<file path="src/rtl/mem_burst_ctrl.sv">
// Burst memory controller: turns one command into a run of single-word
// memory accesses, with write-data and read-data handshakes per word.
module mem_burst_ctrl #(
  parameter int WIDTH     = 16,
  parameter int DEPTH     = 64,
  parameter int ADDR_SIZE = $clog2(DEPTH)
) (
  input  logic                 clk_i,
  input  logic                 rst_i,
  input  logic                 cmd_valid_i,
  output logic                 cmd_ready_o,
  input  logic                 cmd_wr_rd_i,
  input  logic [ADDR_SIZE-1:0] cmd_addr_i,
  input  logic [ADDR_SIZE-1:0] cmd_len_i,
  input  logic                 wr_valid_i,
  output logic                 wr_ready_o,
  input  logic [WIDTH-1:0]     wr_data_i,
  output logic                 rd_valid_o,
  input  logic                 rd_ready_i,
  output logic [WIDTH-1:0]     rd_data_o,
  output logic                 mem_valid_o,
  output logic                 mem_wr_rd_o,
  output logic [ADDR_SIZE-1:0] mem_addr_o,
  output logic [WIDTH-1:0]     mem_wdata_o,
  input  logic                 mem_ready_i,
  input  logic [WIDTH-1:0]     mem_rdata_i,
  output logic                 busy_o,
  output logic                 done_o
);

  localparam logic [2:0] IDLE  = 3'd0;
  localparam logic [2:0] FETCH = 3'd1;
  localparam logic [2:0] ISSUE = 3'd2;
  localparam logic [2:0] WAIT  = 3'd3;
  localparam logic [2:0] HOLD  = 3'd4;

  localparam logic [ADDR_SIZE-1:0] LAST_ADDR = ADDR_SIZE'(DEPTH - 1);

  logic [2:0]           state;
  logic [2:0]           state_nxt;
  logic [2:0]           adv_state;
  logic [ADDR_SIZE-1:0] addr;
  logic [ADDR_SIZE-1:0] addr_inc;
  logic [ADDR_SIZE-1:0] len_cnt;
  logic                 dir;
  logic                 is_idle;
  logic                 is_fetch;
  logic                 is_issue;
  logic                 is_wait;
  logic                 is_hold;
  logic                 cmd_acc;
  logic                 wr_acc;
  logic                 mem_ack;
  logic                 rd_cap;
  logic                 rd_acc;
  logic                 adv;
  logic                 last;

  assign is_idle  = (state == IDLE);
  assign is_fetch = (state == FETCH);
  assign is_issue = (state == ISSUE);
  assign is_wait  = (state == WAIT);
  assign is_hold  = (state == HOLD);

  // cmd_ready is gated by reset so it reads 0 on every reset edge
  // yet rises as soon as reset is released.
  assign cmd_ready_o = is_idle & ~rst_i;
  assign wr_ready_o  = is_fetch;
  assign mem_valid_o = is_issue;
  assign busy_o      = ~is_idle;
  assign mem_addr_o  = addr;
  assign mem_wr_rd_o = dir;

  assign cmd_acc = cmd_ready_o & cmd_valid_i;
  assign wr_acc  = is_fetch & wr_valid_i;
  assign mem_ack = is_wait & mem_ready_i;
  assign rd_cap  = mem_ack & ~dir;
  assign rd_acc  = is_hold & rd_ready_i;
  assign adv     = (mem_ack & dir) | rd_acc;
  assign last    = (len_cnt == '0);

  // DEPTH need not be a power of two, so wrap explicitly.
  assign addr_inc = (addr == LAST_ADDR) ? '0 : addr + 1'b1;

  // Where the burst goes after a word completes.
  always_comb begin
    adv_state = IDLE;
    if (!last) begin
      adv_state = dir ? FETCH : ISSUE;
    end
  end

  // Next-state decode.
  always_comb begin
    state_nxt = state;
    case (state)
      IDLE: begin
        if (cmd_valid_i) begin
          state_nxt = cmd_wr_rd_i ? FETCH : ISSUE;
        end
      end
      FETCH: begin
        if (wr_valid_i) begin
          state_nxt = ISSUE;
        end
      end
      ISSUE: begin
        state_nxt = WAIT;
      end
      WAIT: begin
        if (mem_ready_i) begin
          state_nxt = dir ? adv_state : HOLD;
        end
      end
      HOLD: begin
        if (rd_ready_i) begin
          state_nxt = adv_state;
        end
      end
      default: begin
        state_nxt = IDLE;
      end
    endcase
  end

  // State register.
  always_ff @(posedge clk_i) begin
    if (rst_i) begin
      state <= IDLE;
    end else begin
      state <= state_nxt;
    end
  end

  // Burst context: address, remaining length, direction.
  always_ff @(posedge clk_i) begin
    if (rst_i) begin
      addr    <= '0;
      len_cnt <= '0;
      dir     <= 1'b0;
    end else if (cmd_acc) begin
      addr    <= cmd_addr_i;
      len_cnt <= cmd_len_i;
      dir     <= cmd_wr_rd_i;
    end else if (adv && !last) begin
      addr    <= addr_inc;
      len_cnt <= len_cnt - 1'b1;
    end
  end

  // Write word capture from the producer handshake.
  always_ff @(posedge clk_i) begin
    if (rst_i) begin
      mem_wdata_o <= '0;
    end else if (wr_acc) begin
      mem_wdata_o <= wr_data_i;
    end
  end

  // Read word capture and hold until the consumer takes it.
  always_ff @(posedge clk_i) begin
    if (rst_i) begin
      rd_valid_o <= 1'b0;
      rd_data_o  <= '0;
    end else if (rd_cap) begin
      rd_valid_o <= 1'b1;
      rd_data_o  <= mem_rdata_i;
    end else if (rd_acc) begin
      rd_valid_o <= 1'b0;
    end
  end

  // Completion pulse, lands in the first IDLE cycle.
  always_ff @(posedge clk_i) begin
    if (rst_i) begin
      done_o <= 1'b0;
    end else begin
      done_o <= adv & last;
    end
  end

endmodule

</file>
<file path="config.mk">
export PLATFORM = sky130hd
export DESIGN_NAME = mem_burst_ctrl
export DESIGN_NICKNAME = d
export VERILOG_FILES = /design/src/rtl/mem_burst_ctrl.sv
export SDC_FILE = /design/constraint.sdc
export NUM_CORES = 1
export LEC_CHECK = 0
export BUFFER_PORTS_ARGS = -buffer_cell sky130_fd_sc_hd__buf_4
export CAP_MARGIN = 20
export CORE_UTILIZATION = 47
export DETAILED_ROUTE_END_ITERATION = 6
export GPL_ROUTABILITY_DRIVEN = 0
export PLACE_DENSITY = 0.79
export SYNTH_ARGS = -nofsm -noshare
export SYNTH_HDL_FRONTEND = slang
export SYNTH_SLANG_ARGS = --single-unit
</file>
<file path="constraint.sdc">
create_clock -name clk_i -period 2 [get_ports clk_i]
set_clock_uncertainty 0.1 [all_clocks]
set_input_delay 0.2 -clock clk_i [delete_from_list [all_inputs] [get_ports clk_i]]
set_output_delay 0.2 -clock clk_i [all_outputs]
set_load 0.01 [all_outputs]
</file>
# ---- Yosys cells after proc, flatten, opt, wreduce, memory -nomap -nowiden
# Cells that the tools add are included.
dict set report word_totals {
  in_bits 51
  out_inout_bits 45
  register_bits 50
  word_cells 54
}
dict set report classes {
  reduce_logical 7
  n_eq_ne 9
  mux 16
  n_addsub 2
  bitwise 12
}
# cell n
set op_table {}
lappend op_table {{2-to-1 mux 6 bit} 5}
lappend op_table {{2-to-1 mux 3 bit} 5}
lappend op_table {{one-hot mux 3 bit (5 select lines)} 1}
lappend op_table {{AND 1 bit} 8}
lappend op_table {{!= test 2 bit (second input constant)} 4}
lappend op_table {{adder 6 x 1 -> 6 bit (second input constant)} 1}
lappend op_table {{== test 3 x 2 -> 1 bit (second input constant)} 2}
lappend op_table {{== test 6 bit (second input constant)} 1}
lappend op_table {{logical NOT 6 bit} 1}
lappend op_table {{2-to-1 mux 2 bit} 3}
lappend op_table {{subtractor 6 x 1 -> 6 bit (second input constant)} 1}
lappend op_table {{AND reduction 4 bit} 1}
lappend op_table {{nonzero test 2 bit} 2}
lappend op_table {{== test 3 x 1 -> 1 bit (second input constant)} 1}
lappend op_table {{== test 3 bit (second input constant)} 1}
lappend op_table {{logical NOT 3 bit} 1}
lappend op_table {{inverter 1 bit} 3}
lappend op_table {{2-to-1 mux 1 bit} 2}
lappend op_table {{logical AND 1 bit} 1}
lappend op_table {{logical NOT 1 bit} 1}
lappend op_table {{OR 1 bit} 1}

# ---- Logic depth before layout (Yosys ltp)
# Gate-level depths: netlist (run 1).
dict set report depth {
  word_depth 7
  ltp_mapped 7
}

# ---- Least setup slack after synthesis (run 1)
# Ideal clock, no wire load.
dict set report synth_timing {
  path_type {register to register}
  startpoint {register state[0]}
  endpoint {register addr[1], in the netlist mem_addr_o[1]}
  path_stages_with_launch 6
  required_time_ns 1.788
  t_arrival_ns 1.679
  setup_slack_ns 0.109
  synth_period_minus_slack_ns 1.891
  cell_sequence {dfxtp_1 nor4_1 and2_1 buf_2 nor2_1 a2111oi_1}
}
dict set report synth_via {
  elab_cells_between_ends 12
  cone_classes {2 x eq/ne; 1 x mux; 6 x bitwise; 3 x reduce/logical}
}
# element line_no
set synth_lines {}
lappend synth_lines {{start: declaration} 39} ;# logic [2:0] state;
lappend synth_lines {{start signal: assignment} 131} ;# state <= state_nxt;
lappend synth_lines {{logical NOT 3 bit *} 59} ;# assign is_idle = (state == IDLE);
lappend synth_lines {{AND 1 bit *} 67} ;# assign cmd_ready_o = is_idle & ~rst_i;
lappend synth_lines {{named net cmd_ready_o} 11} ;# output logic cmd_ready_o,
lappend synth_lines {{AND 1 bit *} 74} ;# assign cmd_acc = cmd_ready_o & cmd_valid_i;
lappend synth_lines {{2-to-1 mux 6 bit or nonzero test 2 bit (tied branches)} --}
lappend synth_lines {{end signal: assignment} 142} ;# addr <= cmd_addr_i;
lappend synth_lines {{end signal: assignment} 146} ;# addr <= addr_inc;
lappend synth_lines {{end: declaration} 42} ;# logic [ADDR_SIZE-1:0] addr;
# Mark *: on every way through the listed nets, which the timed path passes. The rest lies on a longest branch.
# A chain may end at the register's enable or synchronous reset.

# ---- Worst setup path after layout (run 1)
dict set report layout_timing {
  startpoint {register len_cnt[4]}
  endpoint {register len_cnt[5]}
}
dict set report layout_via {
  elab_chain_len 4
  elab_cells_between_ends 7
  cone_classes {1 x add/sub; 2 x mux; 4 x reduce/logical}
}
# element line_no
set layout_rtl {}
lappend layout_rtl {{start: declaration} 44} ;# logic [ADDR_SIZE-1:0] len_cnt;
lappend layout_rtl {{start signal: assignment} 143} ;# len_cnt <= cmd_len_i;
lappend layout_rtl {{start signal: assignment} 147} ;# len_cnt <= len_cnt - 1'b1;
lappend layout_rtl {{branches (longest 4 deep; another with subtractor 6 x 1 -> 6 bit)} --}
# Parallel ways; which one is timed is not known. The select of a mux whose other input is x is not followed.

==> results of run 1 <==
-- synth_stat cells, types with 2 or more instances --
| library cell | number |
|---|---|
| nand2_1 | 74 |
| dfxtp_1 | 50 |
| a21oi_1 | 38 |
| nor2_1 | 18 |
| clkbuf_1 | 14 |
| a311oi_1 | 7 |
| buf_2 | 6 |
| nand3_1 | 6 |
| nand2b_1 | 5 |
| o21ai_0 | 5 |
| inv_1 | 4 |
| nor4_1 | 4 |
| a31oi_1 | 3 |
| and2_1 | 3 |
| ha_1 | 3 |
| nor3_1 | 3 |
| o31ai_1 | 3 |
| or3_1 | 3 |
| or4_1 | 3 |
| a221oi_1 | 2 |
| nor3b_1 | 2 |
| o211ai_1 | 2 |
| or2_2 | 2 |
-- metal layers --
metal / vias to the layer above / global-route usage [%] / wire length, µm
li1: 1179 / - / -
met1: 1093 / 27.7 / 2420
met2: 79 / 40.2 / 2850
met3: 10 / 5.84 / 399
met4: 0 / 7.78 / 80
met5: - / 0 / 0
-- flip-flops by register name, indices dropped and copies added, names as in the netlist --
name / cells
state: 3
len_cnt: 6
done_o: 1
rd_data_o: 16
mem_addr_o: 6
rd_valid_o: 1
mem_wdata_o: 16
mem_wr_rd_o: 1
-- report_power, final --
group	leakage [nW]	switching, mW	internal [mW]	total [mW]
registers	0.407	0.0503	1.06	1.11
logic	0.882	0.300	0.287	0.587
clock network	0.0514	0.336	0.374	0.709
-- layout make-up --
| cell class | instances | area (µm²) |
|---|---|---|
| tap | 52 | 65.1 |
| timing repair buffer | 111 | 846 |
| sequential | 50 | 1000 |
| multi-input combinational | 208 | 1130 |
| clock inverter | 2 | 37.5 |
| clock buffer | 6 | 72.6 |
| inverter | 4 | 15.0 |
| fill | 384 | 1270 |
-- worst register-to-register path, delay by kind of cell, from the launching register on --
kind,cells,cell delay [ps]
compound gates,1,240
flops,1,330
simple gates,3,1150
-- cell usage in the layout (no fill, tap or decap), types with 2 or more instances in the layout --
| master | instances |
|---|---|
| a221oi_1 | 2 |
| buf_4 | 110 |
| a311oi_2 | 2 |
| nor3_1 | 3 |
| inv_1 | 4 |
| ha_1 | 3 |
| nor3b_1 | 2 |
| a21oi_1 | 38 |
| and2_1 | 3 |
| or3_1 | 3 |
| dfxtp_1 | 48 |
| nor4_1 | 4 |
| nand3_1 | 6 |
| clkbuf_8 | 5 |
| o21ai_0 | 5 |
| or4_1 | 3 |
| a31oi_1 | 3 |
| o211ai_1 | 2 |
| nand2b_1 | 5 |
| dfxtp_2 | 2 |
| or2_2 | 2 |
| nand2_1 | 74 |
| o31ai_1 | 3 |
| a311oi_1 | 5 |
| nor2_1 | 17 |
-- per-stage QoR --
| step | total power [mW] | instance area (µm²) | hold WS [ps] | util, % | std cells |
|---|---|---|---|---|---|
| 6_report | 2.41 | 3170 | 15.1 | 71.3 | 433 |
| 5_1_grt | 2.52 | 3170 | 28.5 | 71.3 | 433 |
| 4_1_cts | 2.41 | 3160 | 9.26 | 71.0 | 433 |
| 3_5_place_dp | 1.71 | 3040 | 323 | 68.5 | 425 |
| 3_3_place_gp | 1.69 | 3040 | 318 | 68.5 | 425 |
| 2_1_floorplan | 1.44 | 2210 | 199 | - | 282 |
-- cell families (layout without fill, tap and decap cells) --
family / after synthesis / in the layout / synth area share [%]
AND/OR/NAND/NOR: 132 / 132 / 27.6
flip-flops: 50 / 50 / 45.2
AO/OA/AOI/OAI: 71 / 71 / 20.2
multiplexers: 2 / 2 / 0.960
adder cells (fa/ha/maj): 3 / 3 / 1.70
buffers and inverters: 24 / 123 / 4.41
-- repair_timing --
| item | CTS | global route |
|---|---|---|
| setup buffers | 0 | 0 |
| resized for setup | 1 | 4 |
| gates cloned | 0 | 0 |
| endpoints found under the setup margin | 1 | 2 |
| pin swaps | 0 | 1 |
-- worst min path at each step --
stage	slack, ps	to	start	depth (start not counted)
finish	20	mem_wr_rd_o	cmd_wr_rd_i	3
detailed placement	320	mem_wr_rd_o	cmd_wr_rd_i	3
global route	30	rd_data_o[15]	mem_rdata_i[15]	3
CTS	9	mem_wr_rd_o	cmd_wr_rd_i	3
floorplan	200	mem_wr_rd_o	cmd_wr_rd_i	2
global placement	320	mem_wr_rd_o	cmd_wr_rd_i	3
==> impl_results.md, run 1 <==
* Critical path origin: len_cnt[4]
* CTS Hold Bufs at 0
* Crit path max-delay family: simple AND/OR/NAND/NOR gates
* Max_cap viols at 0
* Failing checks: DRC
* First-pass GRT wire length at 9.31 mm
* Clk sinks at 50
* Max Freq at 526 MHz
* End of the worst register-to-register path: len_cnt[5]
* Area growth, synth to finish at 43.2%
* Critical Path AT at between 2000 and 2500 ps
* Synth Cell Area at approximately 0.0022 mm²
* Buf+Inv Stages, Crit Path at 0
* Initial Utilization at about 50%
* Pre-antenna DRT Iters at 6
* Fin. max-slew vios at 0
* Synth Instances at approximately 280
* Core footprint at 0.00444 mm²
* Largest net degree at the start of global routing at 48
* Critical Path Fanout Max at 4
* Number of synthesized flops with an enable pin at 0
* Max_slew headroom at around three fifths
* Net count, final at 434
* GRT Total Usage at 23.0%
* CP endpoint kind: flop
* WP depth at 4
* Hold Path Class: in2reg
* CP max stage cell: or4_1
* Post-place setup slack at about 7 ps
* Setup violators final at 0
* Seq/Total Area, Yosys at 45.2%
* Worst-skew pair later-pin latency at 300 ps
* Number of global-route vias before repair at ~2100
* Die X at 70.6 µm
* Post-synthesis async set-or-reset flop share at 0%
* TNS Setup at 0 ps
* DR WL/cell at 13.3 µm
* Run status: finished with violations
* Primary FF master, synth: dfxtp_1
* DRT iter0 DRCs at ~110
* Number of routed nets with antenna violations at 0
* Clk pin slew, worst setup/hold paths at 90 ps
* I/O pins at 96
* Initial antenna violation count at 0
* Layout cells sized above 1 at 34.1%
* Final wirelength at 5.75 mm
* Setup ws final at 100 ps
* Net Count, Synth at 336
* Root Buffer Master: clkbuf_8
* Fin crit period at 1900 ps
* Synth area leader: dfxtp_1
* Die Y-Extent at 70.6 µm
* Largest cells by area after synthesis: dfxtp_1 (45%), nand2_1 (13%), a21oi_1 (8.6%)
* Leakage power at 1.34 nW
* Tcrit/Tclk final at 95.0%
* Vias/cell at around 5.5
* YS warnings at 0
* Critical Path Max Stage Delay at ~420 ps
* Total gr overflow at 0
* Worst Setup Start Kind: flop
* DR vias at 2361
* Hold Fails Final Rpt at 0
* R2R depth at 4
* PortBufs at 95
* Pwr dens at 759 mW/mm²
* Setup crit end: len_cnt[5]
* Post-DP HPWL at about 4.2 mm
* CTS tree: yes
* CP cell instances: or3_4 > or3_1 > or4_1 > a311oi_2
* Crit path required time at 2110 ps
* Clock Path Buffers at 2
* Distinct cells, synth at 45
* R2r setup slk at approximately 100 ps
* Num CTS Buffers at 5
* DRC errors left at 16
* R2R Path Start: len_cnt[4]
* CTS HTree Levels at 2
* N_diodes at 0
* RSZ-0062 raised after global routing: false
* Worst vdd ir at 497 µV
* Std-Cell Rows at 24
* Register bit total from synthesis at 50
* Top cell type's share of synthesized area at 45.2%
* Worst-margin pin slew at 584 ps
* Die area at 0.00499 mm²
* Mean area per synthesized cell at 7.85 µm²
* Worst Path Class, Setup: reg2reg
Power figures use the tool's default switching activity.
==> run 2: changes to the inputs <==
--- a/config.mk
+++ b/config.mk
@@ -10,6 +10,7 @@
 export CORE_UTILIZATION = 47
 export DETAILED_ROUTE_END_ITERATION = 6
 export GPL_ROUTABILITY_DRIVEN = 0
+export HOLD_SLACK_MARGIN = 0.02
 export PLACE_DENSITY = 0.79
 export SYNTH_ARGS = -nofsm -noshare
 export SYNTH_HDL_FRONTEND = slang
==> run 2 against run 1 <==
Net effect:
- the run still ends with DRC left
- die area stayed put
- setup slack worse by 0.64 ps
- final cell count is 0.46% higher
- core utilization is 0.45 points higher
- clock-buffer cell count stayed put
- combinational power hardly changed
- sequential power hardly changed
- sequential share of layout area is 0.20 points lower
==> impl_results.md, run 2 (synthesized netlist as in run 1, its figures left out) <==
* Area growth, synth to finish at 44.1%
* DR WL/cell at between 10 and 15 µm
* Die area at 0.00499 mm²
* Vias/cell at approximately 5.4
* Worst Path Class, Setup: reg2reg
* Worst Setup Start Kind: flop
* Fin crit period at 1900 ps
* Failing checks: DRC
* DRT iter0 DRCs at 101
* CTS HTree Levels at 2
* Die X at 70.6 µm
* Clock Path Buffers at 2
* I/O pins at 96
* Clk pin slew, worst setup/hold paths at 90 ps
* CP endpoint kind: flop
* Commonest cells after routing, fill and taps aside: buf_4 (110), nand2_1 (74), dfxtp_1 (48)
* TNS Setup at 0 ps
* Pwr dens at 754 mW/mm²
* Power Total at 2.41 mW
* Setup violators final at 0
* Initial Utilization at between 40% and 50%
* N_diodes at 0
* Hold Worst Slack at 33.7 ps
* Largest net degree at the start of global routing at 48
* Std-Cell Rows at 24
* Max Freq at 526 MHz
* Max_cap viols at 0
* Critical Path AT at around 2000 ps
* Multi-input logic area at 0.00113 mm²
* Worst-margin pin slew at around 600 ps
* Hold Fails Final Rpt at 0
* CTS tree: yes
* Number of routed nets with antenna violations at 0
* DR vias at 2355
* Root Buffer Master: clkbuf_8
* Worst vdd ir at 497 µV
* Core footprint at 0.00444 mm²
* GRT Total Usage at a little under a quarter
* Fin. max-slew vios at 0
* Fillers at between 300 and 400
* FF/Latch Area at approximately 0.0010 mm²
* Num CTS Buffers at 5
* Tcrit/Tclk final at 95.0%
* Post-place setup slack at 7.13 ps
* Final wirelength at 5.76 mm
* Max_slew headroom at 61.1%
* Leading cell type in the layout, fill and taps excluded: buf_4
* DRC errors left at 16
* Worst-skew pair later-pin latency at 300 ps
* Leakage power at 1.35 nW
* Die Y-Extent at 70.6 µm
* Post-DP HPWL at around 4.2 mm
* First-pass GRT wire length at between 9 and 10 mm
* Clk sinks at 50
* Post-CTS Setup Bufs at 0
* Layout cells sized above 1 at about a third
* Number of global-route vias before repair at around 2100
* Initial antenna violation count at 0
* Hold Path Class: in2reg
* Pre-antenna DRT Iters at 7
* Crit path required time at 2110 ps
* Run status: finished with violations
* PortBufs at 95
* Critical Path Fanout Max at 4
* Biggest regs: mem_wdata_o (16), rd_data_o (16)
* Net count, final at between 400 and 500
* RSZ-0062 raised after global routing: false
* Setup ws final at 99.6 ps
* Total gr overflow at 0
-- run 2: cell types whose count changed in the layout (fill, tap and decap cells not counted), sizes merged --
cell,previous run,this run
dlygate4sd3,0,2
-- run 2: routing by layer --
metal	vias to the layer above	global-route usage (%)	routed length [µm]
li1	1183	-	-
met1	1087	27.9	2460
met2	75	40.3	2840
met3	10	5.84	374
met4	0	7.78	80
met5	-	0	0
-- run 2: area by class of cell --
type | count | area share, %
Tap cell | 52 | 2.04
Clock inverter | 2 | 1.18
Timing Repair Buffer | 113 | 27.1
Multi-Input combinational cell | 208 | 35.5
Clock buffer | 6 | 2.27
Inverter | 4 | 0.471
Sequential cell | 50 | 31.5
-- run 2: timing repair --
action	in CTS	in global routing
pin swaps	0	1
hold buffers	2	0
gates cloned	0	0
setup endpoints to repair	1	2
endpoints found under the hold margin	2	0
gates resized for setup	1	4
-- run 2: path summary, 6_finish.rpt --
path         slack [ps]        endpoint  depth (start not counted)           from
max                 100      len_cnt[5]                          4     len_cnt[4]
min                  30  mem_wdata_o[9]                          3   wr_data_i[9]
max reg2reg         100      len_cnt[5]                          4     len_cnt[4]
min reg2reg         360   rd_data_o[12]                          2  rd_data_o[12]
-- run 2: per-stage QoR --
step | util (%) | std cells | instance area, µm²
after floorplan | - | 282 | 2210
after global placement | 68.5 | 425 | 3040
after detailed placement | 68.5 | 425 | 3040
after CTS | 71.5 | 435 | 3180
after global routing | 71.8 | 435 | 3190
final | 71.8 | 435 | 3190
-- run 2: critical path: stages, from the launching register on --
cell	delay (ps)
dfxtp_1	330
or3_4	410
or3_1	320
or4_1	420
a311oi_2	240
-- run 2: power breakdown --
group / switching [mW] / total, mW / internal, mW / leakage [nW]
logic: 0.301 / 0.590 / 0.289 / 0.891
clock network: 0.334 / 0.708 / 0.373 / 0.0514
registers: 0.0504 / 1.11 / 1.06 / 0.407
total: 0.686 / 2.41 / 1.72 / 1.35
==> run 3: changes to the inputs <==
--- a/config.mk
+++ b/config.mk
@@ -6,7 +6,8 @@
 export NUM_CORES = 1
 export LEC_CHECK = 0
 export BUFFER_PORTS_ARGS = -buffer_cell sky130_fd_sc_hd__buf_4
-export CAP_MARGIN = 20
+export CAP_MARGIN = 30
+export CORE_MARGIN = 4
 export CORE_UTILIZATION = 47
 export DETAILED_ROUTE_END_ITERATION = 6
 export GPL_ROUTABILITY_DRIVEN = 0
==> run 3 against run 2 <==
Net effect:
- the run now ends clean
- power down 2.1%
- combinational power up 3%
- first-iteration DRC count up 68%
- final cell count up 0.69%
- via count down 0.76%
- sequential power about the same
- clock power down 10%
- clock-buffer cell count unchanged
- setup slack worse by 11 ps
- critical path type unchanged
==> impl_results.md, run 3 (synthesized netlist as in run 1, its figures left out) <==
* Core footprint at 0.00444 mm²
* N_diodes at 0
* Total gr overflow at 0
* Crit path required time at between 2000 and 2500 ps
* Layout cells sized above 1 at 36.0%
* Leakage power at 1.36 nW
* Design area at 0.00321 mm²
* DR WL/cell at 13.9 µm
* Critical Path AT at 2040 ps
* Biggest regs: mem_wdata_o (16), rd_data_o (16)
* Tcrit/Tclk final at 95.6%
* Fin. max-slew vios at 0
* Leading cell type in the layout, fill and taps excluded: buf_4
* CP dominant cell by count: or3_4
* Fin crit period at 1910 ps
* Net count, final at 439
* Worst-skew pair later-pin latency at 300 ps
* Buf+Inv Stages, Crit Path at 0
* Critical Path Max Stage Delay at between 400 and 500 ps
* TNS Setup at 0 ps
* Final wirelength at 6.10 mm
* Worst Path Class, Setup: reg2reg
* Die area at between 0.005 and 0.006 mm²
* HP Start: mem_rdata_i[15]
* CP cell instances: or3_4 > or3_4 > or4_4 > a311oi_2
* Post-DP HPWL at 4.50 mm
* First-pass GRT wire length at 10.1 mm
* CP endpoint kind: flop
* Run status: complete, no violations
* GRT Total Usage at around a fifth
* Initial antenna violation count at 0
* Setup violators final at 0
* Worst-margin pin slew at 372 ps
* Hold Path Class: in2reg
* Num CTS Buffers at 5
* Post-place instance area at 0.00305 mm²
* Die Y-Extent at ~77 µm
* Initial Utilization at between 40% and 50%
* Placed cell count at ~430
* Area growth, synth to finish at 45.1%
* Max_slew headroom at 75.1%
* Hold Fails Final Rpt at 0
* RSZ-0062 raised after global routing: false
* Pre-antenna DRT Iters at 4
* Max_cap viols at 0
* Worst vdd ir at around 500 µV
* Die X at 76.6 µm
* Largest net degree at the start of global routing at 31
* Vias/cell at about 5.3
* Root Buffer Master: clkbuf_8
* Max Freq at roughly 520 MHz
* Critical path origin: len_cnt[4]
* Number of global-route vias before repair at 2236
* DRT iter0 DRCs at 170
* PortBufs at between 90 and 100
* Clk pin slew, worst setup/hold paths at about 90 ps
* Worst Setup Start Kind: flop
* I/O pins at 96
* Final design utilization at 72.3%
* Clk sinks at 50
* DRC errors left at 0
* Pwr dens at roughly 730 mW/mm²
* Crit path max-delay family: simple AND/OR/NAND/NOR gates
* Fin cells at around 440
* Number of routed nets with antenna violations at 0
* CTS tree: yes
* CP max stage cell: or3_4
* Clock Path Buffers at 2
* DR vias at 2337
* R2R Path Start: len_cnt[4]
* Commonest cells after routing, fill and taps aside: buf_4 (114), nand2_1 (74), dfxtp_1 (47)
* Critical Path Fanout Max at 4
* Std-Cell Rows at 24
* CTS HTree Levels at 2
run 3: worst min-delay path: stages:
cell and delay, ps:
buf_4 110, nand2_1 40, a21oi_1 50
run 3: worst paths after layout:
| check | slack [ps] | depth (start not counted) | endpoint |
|---|---|---|---|
| setup / recovery | 90 | 4 | len_cnt[5] |
| hold / removal | 30 | 3 | rd_data_o[15] |
| setup reg to reg | 90 | 4 | len_cnt[5] |
| hold reg to reg | 360 | 2 | mem_wdata_o[9] |
run 3: cell type report:
| cell class | count | area, µm² |
|---|---|---|
| Inverter | 4 | 15.0 |
| Multi-Input combinational cell | 208 | 1150 |
| Clock buffer | 6 | 82.6 |
| Tap cell | 52 | 65.1 |
| Clock inverter | 2 | 16.3 |
| Fill cell | 383 | 1230 |
| Sequential cell | 50 | 1000 |
| Timing Repair Buffer | 116 | 876 |
run 3: metrics by stage:
| step | setup slack [ps] | hold slack [ps] | total power, mW |
|---|---|---|---|
| finish | 88.5 | 32.5 | 2.36 |
| global route | 4.20 | 29.4 | 2.48 |
| CTS | 76.1 | 24.4 | 2.35 |
| detailed placement | -25.2 | 327 | 1.71 |
| global placement | 51.5 | 318 | 1.70 |
| floorplan | 109 | 199 | 1.44 |
run 3: per-layer routing:
| layer | track usage, % | up-vias | part of all wire, % |
|---|---|---|---|
| li1 | - | 1192 | - |
| met1 | 25.1 | 1046 | 43 |
| met2 | 34.8 | 87 | 48 |
| met3 | 5.67 | 12 | 6.8 |
| met4 | 7.79 | 0 | 2.0 |
| met5 | 0 | - | 0 |
run 3: power breakdown:
| part | switching [mW] | internal [mW] |
|---|---|---|
| sequential | 0.0521 | 1.06 |
| clock | 0.351 | 0.285 |
| combinational | 0.308 | 0.300 |
run 3: repair_timing:
item	CTS	global route
setup buffers	0	0
hold endpoints to repair	2	0
hold buffers	2	0
pin swaps	0	1
setup endpoints to repair	1	5
gates resized for setup	1	10
